## config.mk

```make
export PLATFORM = sky130hd
export DESIGN_NAME = serial_add_ctrl
export DESIGN_NICKNAME = d
export VERILOG_FILES = /design/src/rtl/serial_add_pkg.sv /design/src/rtl/serial_add_ctrl_fa1.sv /design/src/rtl/serial_add_ctrl.sv
export SDC_FILE = /design/constraint.sdc
export NUM_CORES = 1
export LEC_CHECK = 0
export ABC_CLOCK_PERIOD_IN_PS = 2600
export CORE_ASPECT_RATIO = 1.1
export CORE_MARGIN = 10
export CORE_UTILIZATION = 45
export CTS_CLUSTER_SIZE = 8
export DETAILED_ROUTE_END_ITERATION = 8
export HOLD_SLACK_MARGIN = 0.03
export PLACE_DENSITY = 0.7
export SYNTH_ARGS = -nofsm -noshare
export SYNTH_HDL_FRONTEND = slang
export SYNTH_SLANG_ARGS = --single-unit
```

## constraint.sdc

```tcl
create_clock -name clk -period 2.6 [get_ports clk]
set_input_delay 0.26 -clock clk [delete_from_list [all_inputs] [get_ports clk]]
set_output_delay 0.26 -clock clk [all_outputs]
set_load 0.01 [all_outputs]
```

## src/rtl/serial_add_pkg.sv

```systemverilog
// Shared state encoding and default width for the bit-serial adder sequencer.
package serial_add_pkg;

  localparam logic [1:0] ST_IDLE = 2'd0;
  localparam logic [1:0] ST_RUN  = 2'd1;
  localparam logic [1:0] ST_DONE = 2'd2;

  localparam int SERIAL_ADD_WIDTH = 8;

  typedef enum logic [1:0] {
    S_IDLE = ST_IDLE,
    S_RUN  = ST_RUN,
    S_DONE = ST_DONE
  } state_t;

endpackage

```

## src/rtl/serial_add_ctrl_fa1.sv

```systemverilog
// Combinational 1-bit full adder cell driven once per cycle by the sequencer.
module fa1 (
  input  logic a,
  input  logic b,
  input  logic ci,
  output logic s,
  output logic co
);

  assign s  = a ^ b ^ ci;
  assign co = (a & b) | (ci & (a ^ b));

endmodule

```

## src/rtl/serial_add_ctrl.sv

```systemverilog
// Bit-serial adder sequencer: latches operands on start, adds LSB first through fa1.
// Optional signed-overflow output enabled by defining SERIAL_ADD_OVF_EN.
//
// state  | meaning
// S_IDLE | waiting for start; last result held
// S_RUN  | one operand bit per cycle through the full adder
// S_DONE | one-cycle done pulse; start re-accepted here
module serial_add_ctrl
  import serial_add_pkg::*;
#(
  parameter int WIDTH = SERIAL_ADD_WIDTH
) (
  input  logic             clk,
  input  logic             rst_n,
  input  logic             start,
  input  logic [WIDTH-1:0] a,
  input  logic [WIDTH-1:0] b,
  input  logic             cin,
  output logic             busy,
  output logic             done,
  output logic [WIDTH-1:0] sum,
  output logic             cout
`ifdef SERIAL_ADD_OVF_EN
  ,
  output logic             ovf
`endif
);

  localparam int CW = $clog2(WIDTH);

  state_t state, state_nxt;
  logic accept;
  logic last;

  logic [WIDTH-1:0] a_sh, b_sh;
  logic [WIDTH-2:0] sum_sh;
  logic [CW-1:0]    cnt;
  logic             carry;
  logic             fa_s, fa_co;
  logic [WIDTH-1:0] sum_nxt;

  fa1 u_fa1 (
    .a  (a_sh[0]),
    .b  (b_sh[0]),
    .ci (carry),
    .s  (fa_s),
    .co (fa_co)
  );

  assign last    = (cnt == CW'(WIDTH - 1));
  assign sum_nxt = {fa_s, sum_sh};

  always_ff @(posedge clk or negedge rst_n) begin
    if (!rst_n) state <= S_IDLE;
    else        state <= state_nxt;
  end

  always_comb begin
    state_nxt = state;
    accept    = 1'b0;
    case (state)
      S_IDLE: begin
        if (start) begin
          accept    = 1'b1;
          state_nxt = S_RUN;
        end
      end
      S_RUN: begin
        if (last) state_nxt = S_DONE;
      end
      S_DONE: begin
        if (start) begin
          accept    = 1'b1;
          state_nxt = S_RUN;
        end else begin
          state_nxt = S_IDLE;
        end
      end
      default: state_nxt = S_IDLE;
    endcase
  end

  // Result registers only load on the final RUN bit so sum/cout hold otherwise.
  always_ff @(posedge clk or negedge rst_n) begin
    if (!rst_n) begin
      a_sh   <= '0;
      b_sh   <= '0;
      sum_sh <= '0;
      cnt    <= '0;
      carry  <= 1'b0;
      sum    <= '0;
      cout   <= 1'b0;
`ifdef SERIAL_ADD_OVF_EN
      ovf    <= 1'b0;
`endif
    end else if (accept) begin
      a_sh   <= a;
      b_sh   <= b;
      sum_sh <= '0;
      cnt    <= '0;
      carry  <= cin;
    end else if (state == S_RUN) begin
      a_sh   <= {1'b0, a_sh[WIDTH-1:1]};
      b_sh   <= {1'b0, b_sh[WIDTH-1:1]};
      sum_sh <= sum_nxt[WIDTH-1:1];
      carry  <= fa_co;
      if (last) begin
        sum  <= sum_nxt;
        cout <= fa_co;
`ifdef SERIAL_ADD_OVF_EN
        ovf  <= carry ^ fa_co;
`endif
      end else begin
        cnt <= cnt + 1'b1;
      end
    end
  end

  assign busy = (state == S_RUN);
  assign done = (state == S_DONE);

endmodule

```

==> results of run 1 <==
[per-layer routing]
layer / vias to the layer above / track usage (%)
li1: 548 / -
met1: 546 / 12.5
met2: 33 / 17.0
met3: 6 / 3.77
met4: 0 / 4.40
met5: - / 0
[cell usage in the layout, fill, tap and decap left out]
cell / count
o22ai_1: 12
dfrtp_1: 38
nor2b_1: 4
or2b_1: 1
ha_1: 2
a21o_1: 2
mux2i_1: 3
clkdlybuf4s50_1: 29
clkbuf_1: 1
buf_4: 1
nand2_4: 1
a22o_1: 9
a211oi_1: 3
inv_1: 13
clkbuf_8: 6
nand3_1: 2
mux2_2: 11
and2b_1: 1
nor2_1: 1
fa_1: 1
nand2b_4: 1
nand2_1: 4
inv_2: 1
a21oi_1: 17
nor2_4: 1
buf_2: 1
o211ai_1: 2
clkinv_2: 1
[worst paths after layout]
check,start,end,slack [ns]
worst min-delay path,rst_n,sum[1],0.07
worst min register to register,cnt[0],cnt[0],0.50
max in group asynchronous,rst_n,sum_sh[2],2.01
min in group clk,cnt[0],cnt[0],0.50
worst max register to register,state[1],cout,1.00
worst max-delay path,state[1],busy,0.54
[final cells by class]
type,count,area [sq um],share of cell area (%)
clock buffer,7,86.3,4.20
sequential,38,951,46.3
multi-input combinational,78,596,29.0
clock inverter,1,5.00,0.243
inverter,14,52.6,2.56
tap,50,62.6,3.04
timing repair buffer,31,303,14.7
[critical path: cells and delay by family, from the launching register on]
kind,cells,cell delay (ns)
buffers and inverters,2,0.72
DFF,1,0.51
and+or+nand+nor,1,0.27
[registers in the layout (all words and copies together), names as in the netlist]
name    flops
a_sh        8
cout        1
sum         8
state       2
b_sh        8
cnt         3
sum_sh      7
carry       1
[power groups by stage]
stage / Combinational, uW / Clock [uW] / Sequential [uW]
final: 922 / 409 / 1030
after global routing: 1040 / 445 / 1070
after CTS: 939 / 417 / 1040
after detailed placement: 939 / 0 / 1050
after global placement: 905 / 0 / 1030
after floorplan: 664 / 0 / 1020
[through the flow]
stage               area, sq um  total power (uW)
floorplan                  1660              1680
global placement           1960              1930
detailed placement         1960              1980
CTS                        2060              2390
global route               2060              2560
finish                     2060              2360
[cell families (layout without fill, tap and decap cells)]
logic type               Yosys count  count (layout)  share of synthesized area (%)
AO/OA/AOI/OAI                     45              45                           17.5
adder cells (fa/ha/maj)            3               3                           2.71
buffers and inverters             21              53                           6.93
flip-flops                        38              38                           57.2
multiplexers                      14              14                           9.26
AND/OR/NAND/NOR                   16              16                           6.32
==> impl_metrics.tcl, run 1 <==
set metrics [dict create \
    place.gp.congestion 0.731 \
    drive_gt1_share_pct 14.2 \
    cts-root-buf "clkbuf_8" \
    final_cells 219 \
    cp-start-kind "flip-flop" \
    cts_buffers 5 \
    grt_pass1_vias 1223 \
    synth.top_cells.by_area "dfrtp_1 (57%), mux2_2 (7.5%), a21oi_1 (5.1%), a22o_1 (4.7%), o22ai_1 (4.5%)" \
    worst_slew_pin_slew_ns 0.824 \
    r2r_cells 4 \
    path_cells "nand2b_4, inv_2, clkdlybuf4s50_1" \
    power_switching_uw 805 \
    synth-edff-count 0 \
    cp_slowest_cell "clkdlybuf4s50_1" \
    pre_cts_ws_ns 0.749 \
    power_frac_comb_pct 39.0 \
    htree_num_levels 2 \
    via_count 1133 \
    wl_per_cell_microns 14.6 \
    dieArea_sq_um 6530 \
    synth_common_cells "dfrtp_1 (38), a21oi_1 (17), inv_1 (13)" \
    seqPwrFrac_pct 43.7 \
    vias_per_cell 5.17 \
    cap_violations 0 \
    cts_resized 0 \
    overflow 0 \
    syn_nets 160 \
    cts_sinks 38 \
    synthCells 137 \
    track_usage_pct 10.6 \
    final_hold_viol_count 0 \
    fin_setup_tns_ns 0 \
    setup_viol 0 \
    rsz0062_at_grt "false" \
    cp.arrival_ns 1.80 \
    start_util_pct 46.2 \
    dp.cells 211 \
    period_needed_ns 2.06 \
    rows 23 \
    timing.final.ws_setup_ns 0.544 \
    finalCritPeriodShare_pct 79.1 \
    wl_met3_microns 165 \
    dpl.hpwl_microns 2390 \
    final_core_util_pct 57.1 \
    synthArstFlopShare_pct 100 \
    syn_area_sq_um 1660 \
    critPathCaptureType "output pin" \
    synth_most_common_cell "dfrtp_1" \
    postCtsSetupBuffers 0 \
    drc_errors 0 \
    ctsLongestPathBuffers 2 \
    io_pins 31 \
    diodes 0 \
    ant_nets 0 \
    slew_headroom_pct 45.1 \
    fill_cells 314 \
    synth_seq_area_share_pct 57.2 \
    drt-initial-drc-count 66 \
    routed_wl_microns 3210 \
    die_h_microns 83.7 \
    cell_internal_pwr_uw 1560 \
    ys_ff_latch 38 \
    grt_max_degree 39 \
    crit_fanout 13 \
    ys.warnings.count 0 \
    sw_frac_of_total_pct 34.0 \
    grt_pass1_wl_microns 5600 \
    p_clk_share_pct 17.3 \
    fin_skew_ns 0.00457 \
    area_growth_syn_to_layout_pct 23.7 \
    yosys.area.top_type "dfrtp_1" \
    avgSynthCellArea_sq_um 12.1 \
    maxSlewViolCount 0 \
    met1_length_microns 1470 \
    cp_slowest_stage_delay_ns 0.56 \
    synth_flop_cell "dfrtp_1" \
    drt_pass1_iterations 4 \
    antenna_found_initial 0 \
    hp-class "in -> async" \
    cts_tree "done" \
    die-width_microns 77.9 \
    synth_cell_types 26 \
    holdBufCountCts 0 \
    status "finished, final reports clean" \
    power.leakage_uw 0.000936 \
    clk_pin_slew_ns 0.07 \
    top_layer "met4" \
    vdd_drop_max_mv 0.428 \
    required_ns 2.34 \
    path_class "reg -> out" \
    coreArea_sq_um 3600 \
    hold_slack_ns 0.0687 \
    synth.top_cell.area_share_pct 57.2 \
    pwr_density_cell_nw_per_um2 1150 \
    place.port_buffers 30 \
    nets 191 \
    fmax_ghz 0.486 \
    wl_met2_microns 1520 \
    clk_latency_ns 0.29 \
]
Power figures use the tool's default switching activity.
==> inputs of run 2 (changes only) <==
ABC_CLOCK_PERIOD_IN_PS = 2090   (was 2600)
clock period = 2.09 ns   (was 2.6 ns; I/O delays follow)
==> run 2 against run 1 <==
Effect of this change:
- critical endpoint unchanged
- non-clock buffer count increased by 4
- register-to-register slack got worse by 0.41 ns
- combinational power up 27%
- clock power is 26% higher
- global-route usage increased by 0.25 points
- via count increased by 0.18%
- power up 26%
- flip-flop and latch count did not move
==> impl_metrics.tcl, run 2 (same netlist as run 1, synthesis figures left out) <==
set metrics [dict create \
    status "finished, final reports clean" \
    cts_sinks 38 \
    drive_gt1_share_pct 15.6 \
    grt_max_degree 39 \
    track_usage_pct 10.8 \
    cp-start-kind "flip-flop" \
    dieArea_sq_um 6530 \
    antenna_found_initial 0 \
    overflow 0 \
    cts_resized 0 \
    final_common_cell "dfrtp_1" \
    rows 23 \
    drt_pass1_iterations 4 \
    area_growth_syn_to_layout_pct 25.7 \
    coreArea_sq_um 3600 \
    final_cell_mix "dfrtp_1 (38), clkdlybuf4s50_1 (29), a21oi_1 (17)" \
    hp-class "reg -> reg" \
    nets 195 \
    critPathCaptureType "output pin" \
    r2r-end "cnt[0]" \
    cp_slowest_stage_delay_ns 0.56 \
    crit_fanout 13 \
    grt_pass1_wl_microns 5600 \
    wl_per_cell_microns 14.7 \
    final_hold_viol_count 0 \
    min_path_cells 1 \
    vdd_drop_max_mv 0.623 \
    htree_num_levels 2 \
    power.leakage_uw 0.000955 \
    die-width_microns 77.9 \
    drt-initial-drc-count 58 \
    ant_nets 0 \
    place.gp.congestion 0.771 \
    clk_pin_slew_ns 0.07 \
    path_cells "nand2b_4, inv_2, clkdlybuf4s50_1" \
    cts_tree "done" \
    worst_slew_pin_slew_ns 0.806 \
    period_needed_ns 1.91 \
    top_regs "a_sh x8, b_sh x8, sum x8" \
    grt_pass1_vias 1175 \
    vias_per_cell 5.09 \
    crit_path_end "busy" \
    holdBufCountCts 1 \
    cts_buffers 5 \
    clk_latency_ns 0.29 \
    regToRegSetupSlack_ns 0.59 \
    cp-startpoint "state[0]" \
    fin_skew_ns 0.00204 \
    postCtsSetupBuffers 0 \
    cp_slowest_cell "clkdlybuf4s50_1" \
    fmax_ghz 0.523 \
    routed_wl_microns 3270 \
    r2r_cells 5 \
    cap_violations 0 \
    cts-root-buf "clkbuf_8" \
    final_core_util_pct 58.1 \
    timing.rr.start "cnt[0]" \
    required_ns 1.88 \
    dpl.hpwl_microns 2360 \
    fin_setup_tns_ns 0 \
    pwr_density_cell_nw_per_um2 1420 \
    maxSlewViolCount 0 \
    via_count 1135 \
    slew_headroom_pct 46.2 \
    ctsLongestPathBuffers 2 \
    io_pins 31 \
    diodes 0 \
    place.port_buffers 30 \
    cp.arrival_ns 1.70 \
    die_h_microns 83.7 \
    setup_viol 0 \
    drc_errors 0 \
    start_util_pct 46.2 \
    path_class "reg -> out" \
    rsz0062_at_grt "false" \
    finalCritPeriodShare_pct 91.5 \
]
## run 2: cell types whose count changed in the layout (fill, tap and decap cells not counted), sizes merged
cell         previous run  this run
dlygate4sd3             0         1
buf                     2         5
## run 2: per-stage QoR
step           area (sq um)  setup slack, ns  hold slack (ns)  total power [uW]  cells
4_1_cts                2090            0.161            0.481              3010    223
3_3_place_gp           1990            0.419            0.347              2430    214
6_report               2090            0.178            0.477              2970    223
5_1_grt                2090           0.0724            0.516              3210    223
2_1_floorplan          1660            0.681          -0.0866              2100    137
3_5_place_dp           1990            0.394            0.352              2490    214
## run 2: area by class of cell
cell class | count | area [sq um]
Fill cell | 312 | 1510
Sequential cell | 38 | 951
Multi-Input combinational cell | 78 | 596
Timing Repair Buffer | 35 | 335
Clock buffer | 7 | 86.3
Tap cell | 50 | 62.6
Inverter | 14 | 52.6
Clock inverter | 1 | 5.00
## run 2: power breakdown
group          leakage [uW]  switching, uW  internal (uW)
Sequential         0.000466            217           1060
Clock             0.0000482            251            266
Combinational      0.000441            543            632
## run 2: worst min-delay path by stage
stage | start | to | slack, ns
after global placement | rst_n | sum[2] | 0.35
after global routing | b[7] | b_sh[7] | 0.52
final | cnt[0] | cnt[0] | 0.48
after floorplan | rst_n | a_sh[0] | -0.09
after detailed placement | rst_n | sum[3] | 0.35
after CTS | cnt[0] | cnt[0] | 0.48
## run 2: metal layers
metal	vias to the layer above	track usage (%)	routed length [microns]
met2	27	17.0	1570
li1	558	-	-
met5	-	0	0
met4	0	5.38	38
met1	546	12.0	1450
met3	4	5.06	209
## run 2: worst max-delay path: cells and delay by family, from the launching register on
family | cells | cell delay [ns]
flops | 1 | 0.51
buf+inv | 2 | 0.73
simple gates | 1 | 0.17
==> inputs of run 3 (changes only) <==
CTS_CLUSTER_DIAMETER = 150   (was default)
==> results of run 3 <==
The final DEF is identical to that of run 2; final timing and power are the same.
==> RTL change, RTL diff (flow settings as in run 2) <==
Add a define of `SERIAL_ADD_OVF_EN`.
--- a/src/rtl/serial_add_ctrl.sv
+++ b/src/rtl/serial_add_ctrl.sv
@@ -6,4 +6,6 @@
 // S_RUN  | one operand bit per cycle through the full adder
 // S_DONE | one-cycle done pulse; start re-accepted here
+`define SERIAL_ADD_OVF_EN
+
 module serial_add_ctrl
   import serial_add_pkg::*;
Function (old outputs only; new: ovf): kept (equiv_simple and equiv_induct, registers matched by name and starting in step).
==> RTL change against run 2 <==
  * Count of clock-buffer cells in the layout shrank 1
  * Design area is 15% higher
  * First-iteration DRC count increased by 64%
  * Worst hold slack worse by 0.44 ns
  * Sequential share of layout area fell by 5.0 points
  * Worst setup slack better by 0.099 ns
  * Register-to-register slack got worse by 0.06 ns
  * Power rose by 11%
  * Sequential cell count is 1 higher
  * Routed wire length increased by 18%
  * Combinational power rose by 19%
  * Synthesized area grew 22%
==> RTL change: results (changes against run 2) <==
Max FO, Critical Path -> 9 (was 13)
post-layout util -> 55.83% (was 58.05%)
CTS Buf Count -> 5 (unchanged)
dpl ws -> 0.5236 ns (was 0.3937 ns)
clk tree area frac -> 3.634% (was 4.374%)
top post-synthesis cells by count -> dfrtp_1, mux2i_1, nor2b_1 (was dfrtp_1, a21oi_1, inv_1)
crit path launch -> state[1]$_DFFE_PN0P_ (was state[0]$_DFFE_PN0P_)
Reg2Reg Capture Point -> sum_sh[6]$_DFFE_PN0P_ (was cnt[0]$_DFFE_PN0P_)
Seq/total area -> 40.50% (was 45.54%)
CTS max path bufs -> 2 (unchanged)
drt via density -> 5.237 (was 5.090)
WP data arrival -> 1.60 ns (was 1.70 ns)
vias in the first global route -> 1,415 (was 1,175)
worst reg2reg path depth -> 4 (was 5)
Multi-In Gates -> 121 (was 78)
multi-input combinational area share -> 38.99% (was 28.52%)
clock skew -> 0.002592 ns (was 0.002045 ns)
relative slew slack -> 42.11% (was 46.24%)
hold slack -> 0.03856 ns (was 0.4767 ns)
# port buffers -> 31 (was 30)
HP Class -> input pin to async pin (was flip-flop to flip-flop)
min cycle time layout -> 1.813 ns (was 1.912 ns)
Lkg Pwr -> 1.012 nW (was 0.9550 nW)
nets@finish -> 226 (was 195)
biggest regs -> a_sh x8, b_sh x8, sum x8 (unchanged)
fill count -> 372 (was 312)
Synth Area per Inst -> 11.56 µm² (was 12.13 µm²)
first-pass GRT wire length -> 6.693 mm (was 5.602 mm)
Distinct cells, synth -> 25 (was 26)
share of the yosys chip area belonging to registers -> 48.24% (was 57.23%)
Yosys reg bits -> 39 (was 38)
DR vias -> 1,346 (was 1,135)
Total GRT Usage -> 10.35% (was 10.83%)
layout cell share with drive strength beyond 1 -> 14.78% (was 15.61%)
final wirelength -> 3.874 mm (was 3.271 mm)
flop2flop setup slack -> 0.53 ns (was 0.59 ns)
Die X-Extent -> 83.93 µm (was 77.94 µm)
placed insts -> 250 (was 214)
Detail Placement HPWL -> 2.748 mm (was 2.357 mm)
Starting DRT DRC Count -> 95 (was 58)
Inverters excl. clock -> 1 (was 14)
status -> finished clean (unchanged)
clkbuf count -> 6 (was 7)
top cells by area, synth -> dfrtp_1, mux2i_1, a211oi_1, mux2_2, mux2_4 (was dfrtp_1, mux2_2, a21oi_1, a22o_1, o22ai_1)
global placer's final weighted congestion -> 0.7743 (was 0.7712)
syn_nets -> 198 (was 160)
RTL change: cell types whose count changed after synthesis, sizes merged, moves of 4 or more:
cell	delta
a211oi	+12
a22o	-7
buf	+5
inv	-13
mux2	+6
mux2i	+15
nand2	+6
nand2b	+4
nor2b	+12
o21ai	+8
o22ai	-12
RTL change: cell families (layout without fill, tap and decap cells):
| kind of cell | after synthesis | in the layout | share of synthesized area (%) |
|---|---|---|---|
| buffers and inverters | 15 | 43 | 5.318 |
| AND/OR/NAND/NOR | 40 | 40 | 11.26 |
| multiplexers | 35 | 35 | 19.67 |
| AO/OA/AOI/OAI | 42 | 42 | 12.86 |
| XOR/XNOR | 1 | 1 | 0.4330 |
| flip-flops | 39 | 39 | 48.24 |
| adder cells (fa/ha/maj) | 3 | 3 | 2.226 |
RTL change: worst max-delay path by stage:
stage / to / depth (start not counted)
3_3_place_gp: done / 2
4_1_cts: done / 2
3_5_place_dp: b_sh[0]$_DFFE_PN0P_ / 5
5_1_grt: done / 2
2_1_floorplan: cout$_DFFE_PN0P_ / 5
6_report: done / 2
RTL change: worst max-delay path, stage by stage (launching register included):
cell             delay [ns]
dfrtp_1                0.52
nor2b_1                0.23
clkdlybuf4s50_1        0.57
RTL change: metal layers:
| metal | share of wire [%] | up-vias | global-route usage [%] |
|---|---|---|---|
| met5 | 0 | - | 0 |
| met4 | 0.70 | 0 | 3.771 |
| met3 | 6.2 | 4 | 4.242 |
| met2 | 47 | 26 | 16.18 |
| met1 | 46 | 642 | 12.42 |
| li1 | - | 674 | - |
RTL change: power breakdown:
part | leakage, nW | internal, mW | switching, mW | total, mW
logic | 0.485 | 0.813 | 0.581 | 1.39
clock network | 0.0470 | 0.259 | 0.251 | 0.510
registers | 0.480 | 1.11 | 0.287 | 1.39
